### src/rtl/cpu_sequencer.sv
// Multi-cycle instruction sequencer for the 12-bit CPU: fetches over a REQ/VALID
// handshake, decodes into ALU function select and register addresses, handles JMP/HALT.
//
// state     | meaning
// ----------+---------------------------------------------------------
// IDLE      | after reset, waiting for run
// FETCH     | imem_req high, waiting for imem_valid to capture IR
// DECODE    | ALU op: latch fs/addresses; JMP: load PC; HALT: stop
// EXECUTE   | one cycle of ALU settling with fs/addresses stable
// WRITEBACK | wr_en pulse, PC+1, retire
// HALT      | halted high until run restarts from PC 0
module cpu_sequencer #(
  parameter int ADDR_W = 8,
  parameter int CNT_W  = 16
) (
  input  logic              clk,
  input  logic              reset_n,
  input  logic              run,
  output logic [ADDR_W-1:0] imem_addr,
  output logic              imem_req,
  input  logic              imem_valid,
  input  logic [11:0]       imem_data,
  output logic [2:0]        fs,
  output logic [2:0]        ra_addr,
  output logic [2:0]        rb_addr,
  output logic [2:0]        wr_addr,
  output logic              wr_en,
  output logic              busy,
  output logic              halted,
  output logic [CNT_W-1:0]  insn_count
);

  typedef enum logic [2:0] {
    S_IDLE, S_FETCH, S_DECODE, S_EXECUTE, S_WRITEBACK, S_HALT
  } state_t;

  state_t            state, state_nxt;
  logic [ADDR_W-1:0] pc;
  logic [11:0]       ir;
  logic [2:0]        op;
  logic              is_jmp, is_halt;
  logic [ADDR_W-1:0] jmp_target;
  logic [CNT_W-1:0]  count_inc;

  assign op        = ir[11:9];
  assign is_jmp    = (op == 3'b111) && !ir[8];
  assign is_halt   = (op == 3'b111) && ir[8];
  assign imem_addr = pc;
  assign count_inc = (insn_count == '1) ? insn_count : insn_count + CNT_W'(1);

  // Jump target is the low address bits of IR, zero-extended for wide PCs.
  generate
    if (ADDR_W > 8) begin : g_wide_pc
      assign jmp_target = {{(ADDR_W-8){1'b0}}, ir[7:0]};
    end else begin : g_narrow_pc
      assign jmp_target = ir[ADDR_W-1:0];
    end
  endgenerate

  always_ff @(posedge clk or negedge reset_n) begin
    if (!reset_n) state <= S_IDLE;
    else          state <= state_nxt;
  end

  always_comb begin
    state_nxt = state;
    case (state)
      S_IDLE:      if (run) state_nxt = S_FETCH;
      S_FETCH:     if (imem_valid) state_nxt = S_DECODE;
      S_DECODE: begin
        if (is_halt)     state_nxt = S_HALT;
        else if (is_jmp) state_nxt = S_FETCH;
        else             state_nxt = S_EXECUTE;
      end
      S_EXECUTE:   state_nxt = S_WRITEBACK;
      S_WRITEBACK: state_nxt = S_FETCH;
      S_HALT:      if (run) state_nxt = S_FETCH;
      default:     state_nxt = S_IDLE;
    endcase
  end

  always_comb begin
    imem_req = 1'b0;
    wr_en    = 1'b0;
    busy     = 1'b0;
    halted   = 1'b0;
    case (state)
      S_FETCH:     begin imem_req = 1'b1; busy = 1'b1; end
      S_DECODE:    busy = 1'b1;
      S_EXECUTE:   busy = 1'b1;
      S_WRITEBACK: begin wr_en = 1'b1; busy = 1'b1; end
      S_HALT:      halted = 1'b1;
      default:     ;
    endcase
  end

  always_ff @(posedge clk or negedge reset_n) begin
    if (!reset_n) begin
      pc         <= '0;
      ir         <= '0;
      fs         <= '0;
      ra_addr    <= '0;
      rb_addr    <= '0;
      wr_addr    <= '0;
      insn_count <= '0;
    end else begin
      case (state)
        S_IDLE, S_HALT: begin
          if (run) begin
            pc         <= '0;
            insn_count <= '0;
          end
        end
        S_FETCH: if (imem_valid) ir <= imem_data;
        S_DECODE: begin
          if (op != 3'b111) begin
            fs      <= op;
            ra_addr <= ir[5:3];
            rb_addr <= ir[2:0];
            wr_addr <= ir[8:6];
          end else begin
            insn_count <= count_inc;
            if (!ir[8]) pc <= jmp_target;
          end
        end
        S_WRITEBACK: begin
          pc         <= pc + ADDR_W'(1);
          insn_count <= count_inc;
        end
        default: ;
      endcase
    end
  end

endmodule

### config.mk
export PLATFORM = sky130hd
export DESIGN_NAME = cpu_sequencer
export DESIGN_NICKNAME = d
export VERILOG_FILES = /design/src/rtl/cpu_sequencer.sv
export SDC_FILE = /design/constraint.sdc
export NUM_CORES = 1
export LEC_CHECK = 0
export BUFFER_PORTS_ARGS = -buffer_cell sky130_fd_sc_hd__buf_4
export CORE_MARGIN = 5
export CORE_UTILIZATION = 49
export DETAILED_ROUTE_END_ITERATION = 10
export GPL_TIMING_DRIVEN = 1
export PLACE_DENSITY = 0.74
export SYNTH_ARGS = -nofsm -noshare
export SYNTH_HDL_FRONTEND = slang
export SYNTH_SLANG_ARGS = --single-unit
### constraint.sdc
create_clock -name clk -period 2.2 [get_ports clk]
set_clock_uncertainty 0.15 [all_clocks]
set_input_delay 0.44 -clock clk [delete_from_list [all_inputs] [get_ports clk]]
set_output_delay 0.44 -clock clk [all_outputs]
set_load 0.05 [all_outputs]
# After elaboration in Yosys (flattened, before gate mapping)
# Index checks and enable logic that the tools add are counted.
[word_totals]
wordCells = 51
reg_bits = 51
in_bits = 16
output_inout_bits = 40
[classes]
eq_ne = 12
add_sub_neg = 2
muxes = 17
reduce_logical = 12
[ops]
columns = ["op", "count"]
rows = [
  ["2-to-1 mux 16 bit", 3],
  ["one-hot mux 16 bit (3 select lines)", 1],
  ["2-to-1 mux 8 bit", 3],
  ["one-hot mux 8 bit (3 select lines)", 1],
  ["adder 16 x 1 -> 16 bit, second input constant", 1],
  ["== test 16 bit, second input constant", 1],
  ["one-hot mux 3 bit (5 select lines)", 1],
  ["== test 3 bit, second input constant", 3],
  ["2-to-1 mux 3 bit", 3],
  ["adder 8 x 1 -> 8 bit, second input constant", 1],
  ["== test 3 x 2 -> 1 bit, second input constant", 2],
  ["inequality test 2 bit, second input constant", 3],
  ["AND reduction 2 bit", 3],
  ["2-to-1 mux 1 bit", 4],
  ["AND reduction 4 bit", 1],
  ["OR reduction 4 bit", 1],
  ["== test 3 x 1 -> 1 bit, second input constant", 1],
  ["logical NOT 3 bit", 1],
  ["inequality test 3 bit, second input constant", 1],
  ["AND reduction 3 bit", 1],
  ["nonzero test 3 bit", 1],
  ["logical AND 1 bit", 2],
  ["2-to-1 mux 2 bit", 1],
  ["inequality test 2 x 1 -> 1 bit, second input constant", 1],
  ["other kinds (2)", 2],
]

# Logic depth before layout (Yosys ltp)
[depth]
word_depth = 5
mapped_depth = 7
depth_no_buf = 6

# Worst setup path before layout
# Ideal clock, no wire load.
[synth_path]
kind = "register to output"
start = "register state[1]"
end = "output imem_req"
n_path_buf = 1
setup_slack_ps = -20
required_ps = 1610
stages_incl_launch_ff = 3
arrival_time_ps = 1630
path_cell_list = "dfrtp_1 buf_4 nor3_1"
[synth_via]
elab_chain_len = 2
[synth_rtl]
columns = ["element", "line_no", "text"]
rows = [
  ["start: declaration", "37", "state_t state, state_nxt;"],
  ["start signal: assignment", "62", "else state <= state_nxt;"],
  ["== test 3 x 1 -> 1 bit", "87", "case (state)"],
  ["2-to-1 mux 1 bit", "87", ""],
  ["end: declaration", "20", "output logic imem_req,"],
]
# No other way between the ends.

# Worst setup path after layout
[layout_path]
start = "register insn_count[0]"
end = "register insn_count[7]"
[layout_via]
elab_chain_len = 4
word_cells_on_any_way = 5
[layout_rtl]
columns = ["element", "line_no", "text"]
rows = [
  ["start: declaration", "30", "output logic [CNT_W-1:0] insn_count"],
  ["start signal: assignment", "122", "insn_count <= count_inc;"],
  ["start signal: assignment", "128", "insn_count <= count_inc;"],
  ["adder 16 x 1 -> 16 bit / == test 16 bit (equally long branches)", "49", "assign count_inc = (insn_count == '1) ? insn_count : insn_count + CNT_W'(1);"],
  ["2-to-1 mux 16 bit (*)", "49", ""],
  ["2-to-1 mux 16 bit", "116", "if (op != 3'b111) begin"],
  ["one-hot mux 16 bit (3 select lines) (*)", "107", "case (state)"],
]
# Mark *: on every way between the ends. The rest lies on a longest branch, timed or not. The select of a mux whose other input is x is not followed.
# A chain may end at the register's enable or synchronous reset.

==> metrics.md <==
| Metric | Value |
|---|---|
| Status | `finished, final reports clean` |
| Final Hold Fails | `0` |
| Top FF cell, synth | `dfrtp_1` |
| Die height | `between 80 and 90 um` |
| Synth Area in Compound Gates | `a little under a fifth` |
| Crit share post-route | `94.0%` |
| Global Route Usage Sum | `18.6%` |
| Share of the synthesized area in the top cell type | `49.6%` |
| First-pass GRT wire length | `9850 um` |
| Synth Warn # | `0` |
| Skew-Pair Late Insertion Delay | `300 ps` |
| Max FO, Critical Path | `12` |
| Total die area | `6800 um2` |
| Reg area | `roughly 1300 um2` |
| GP Congestion | `between 0.8 and 0.9` |
| Syn Inst Count | `261` |
| IO Pins | `56` |
| Worst slew margin | `57.4%` |
| Pwr dens | `approximately 1400 nW/um2` |
| Reg clk slew, reported paths | `90 ps` |
| Setup CP Type | `reg2reg` |
| Via density | `around 5.5` |
| Max-cap check violation count | `0` |
| Yosys cell types | `46` |
| # fillers | `~450` |
| Largest family of logic cells by synthesized area | `simple AND/OR/NAND/NOR gates` |
| Initial antenna violation count | `0` |
| Design Area, Final | `about 3200 um2` |
| Final HPWL DP | `4140 um` |
| EDFF count, synth | `0` |
| Via count | `2182` |
| Synthesized area | `2570 um2` |
| 1st-pass router iterations | `4` |
| Fmax achieved | `484 MHz` |
| Layout cells sized above 1 | `32.8%` |
| Residual DRC | `0` |
| CP endpoint kind | `register` |
| CTS Sinks | `51` |
| H-tree levels | `2` |
| Clk buf depth | `2` |
| Final WL | `5760 um` |
| Mux contribution to synthesized area | `5.69%` |
| Synth Area in Simple Gates | `between 20% and 30%` |
| Commonest non-fill, non-tap cells in the layout | `buf_4 (68), dfrtp_1 (50), nand2_1 (43), o21ai_1 (19), nor2_1 (18)` |
| TritonCTS Buffers | `5` |
| Critical path arrival | `2110 ps` |
| Critical path startpoint category | `register` |
| WL/cell | `14.6 um` |
| Crit path required time | `2250 ps` |
| IO buf count | `55` |
| Worst ir drop on vdd | `roughly 0.90 mV` |
| Initial Utilization | `between 50 and 60%` |
| Vias in the first global route | `2109` |
| Footprint of the multi-input gates | `~1200 um2` |
| Avg Cell Area, Syn | `9.85 um2` |
| Slew @ Worst Pin | `between 600 and 700 ps` |
| RSZ-0062 raised after global routing | `no` |
| CTS tree | `built` |
| Nets | `around 340` |
| Core Box Area | `a little over 5000 um2` |
| Slew Limit Fails | `0` |
| Accumulated negative setup slack | `0 ps` |
| Total leakage power | `approximately 1.6 nW` |
| Row cnt | `26` |
| Most common cell after layout, fill and taps aside | `buf_4` |
| Chip width | `82.4 um` |
| Largest net degree at the start of global routing | `52` |
| Post-synthesis register bit count | `51` |
| Post-route ant nets | `0` |
| Seq/Total Area, Yosys | `49.6%` |
| Fin crit period | `2070 ps` |
| Congestion Overflow GR | `0` |
| Area grow syn2layout | `25.9%` |
| Post-Synthesis Net Count | `279` |
| Worst Hold Class | `in2async` |
| CTS root buf | `clkbuf_8` |
| # setup viols final | `0` |
| Post-DP Area | `just over 3000 um2` |
| Antenna cells | `0` |
| Synth area leader | `dfrtp_1` |
| Synth Area in Adders | `less than 1%` |
| DR iter-0 viols | `82` |
| XOR/XNOR share of the synthesized area | `less than 1%` |
| Synth area leaders | `dfrtp_1 (50%), nand2_1 (6.3%), mux2_2 (5.3%)` |
| Share of synthesized registers carrying an async set or reset | `100%` |
-- critical path, stage by stage (launching register included) --
cell and delay, ps:
dfrtp_2 450, ha_1 250, and3_1 220, nand3_1 140, o22ai_2 110, or2_4 330, o41ai_1 310
-- synthesized netlist by cell type, drive strengths merged (2+ instances only) --
| cell type | instances |
|---|---|
| dfrtp | 51 |
| nand2 | 43 |
| o21ai | 31 |
| nor2 | 19 |
| mux2 | 13 |
| nand3 | 13 |
| and3 | 12 |
| inv | 7 |
| o31ai | 7 |
| a31oi | 6 |
| buf | 6 |
| a21oi | 5 |
| clkbuf | 5 |
| nand2b | 5 |
| o41ai | 4 |
| a32oi | 3 |
| nor2b | 3 |
| a22oi | 2 |
| ha | 2 |
| nand4 | 2 |
| nor3 | 2 |
| o22a | 2 |
| o32ai | 2 |
| or2 | 2 |
-- registers in the layout, indices dropped and copies added, names as in the netlist --
| register | cells |
|---|---|
| fs | 3 |
| imem_addr | 8 |
| insn_count | 16 |
| ir | 12 |
| ra_addr | 3 |
| rb_addr | 3 |
| state | 3 |
| wr_addr | 3 |
-- final timing paths --
| kind | slack [ps] | from | end | depth (start not counted) |
|---|---|---|---|---|
| setup / recovery | 130 | insn_count[0] | insn_count[7] | 6 |
| hold / removal | 8 | reset_n | insn_count[4] | 1 |
| setup reg to reg | 130 | insn_count[0] | insn_count[7] | 6 |
| hold reg to reg | 340 | wr_addr[0] | wr_addr[0] | 2 |
| max in group asynchronous | 1440 | reset_n | insn_count[0] | 1 |
| min in group clk | 210 | run | state[2] | 2 |
-- logic make-up (layout without fill, tap and decap cells) --
family / Yosys count / count (layout)
xor+xnor: 2 / 2
flops: 51 / 51
buf+inv: 18 / 83
simple gates: 106 / 106
mux: 13 / 13
fa+ha+maj: 2 / 2
compound gates: 69 / 69
-- cell type report --
type                            instances  area share [%]
Clock buffer                            6            2.55
Clock inverter                          2            1.20
Timing Repair Buffer                   68            15.8
Tap cell                               70            2.70
Inverter                                7           0.811
Sequential cell                        51            39.5
Multi-Input combinational cell        192            37.5
-- through the flow --
stage / utilization (%) / hold slack (ps) / std cells / setup slack [ps] / power, mW
after floorplan: - / -5.59 / 261 / 1.39 / 3.26
after CTS: 63.3 / 23.2 / 396 / 95.2 / 4.69
after global placement: 60.9 / 313 / 388 / 196 / 3.96
final: 63.4 / 8.09 / 396 / 132 / 4.67
after global routing: 63.4 / 56.6 / 396 / 50.4 / 4.97
after detailed placement: 60.9 / 314 / 388 / 120 / 3.99
-- metal layers --
layer / global-route usage, % / up-vias / wire length, um
met2: 30.9 / 61 / 2750
met5: 0 / - / 0
met3: 4.34 / 4 / 323
li1: - / 1069 / -
met4: 4.49 / 0 / 33
met1: 24.4 / 1048 / 2650
-- timing repair --
item                                    in CTS  in global routing
setup buffers                                0                  0
hold buffers                                 0                  0
gates resized for setup                      0                  1
endpoints found under the setup margin       0                  1
-- power by group --
| group | switching, mW | total, mW | internal [mW] |
|---|---|---|---|
| Combinational | 1.55 | 2.41 | 0.857 |
| Sequential | 0.312 | 1.57 | 1.26 |
| Clock | 0.311 | 0.685 | 0.374 |
| Total | 2.18 | 4.67 | 2.49 |
No activity file was read; power rests on OpenSTA's default activity.
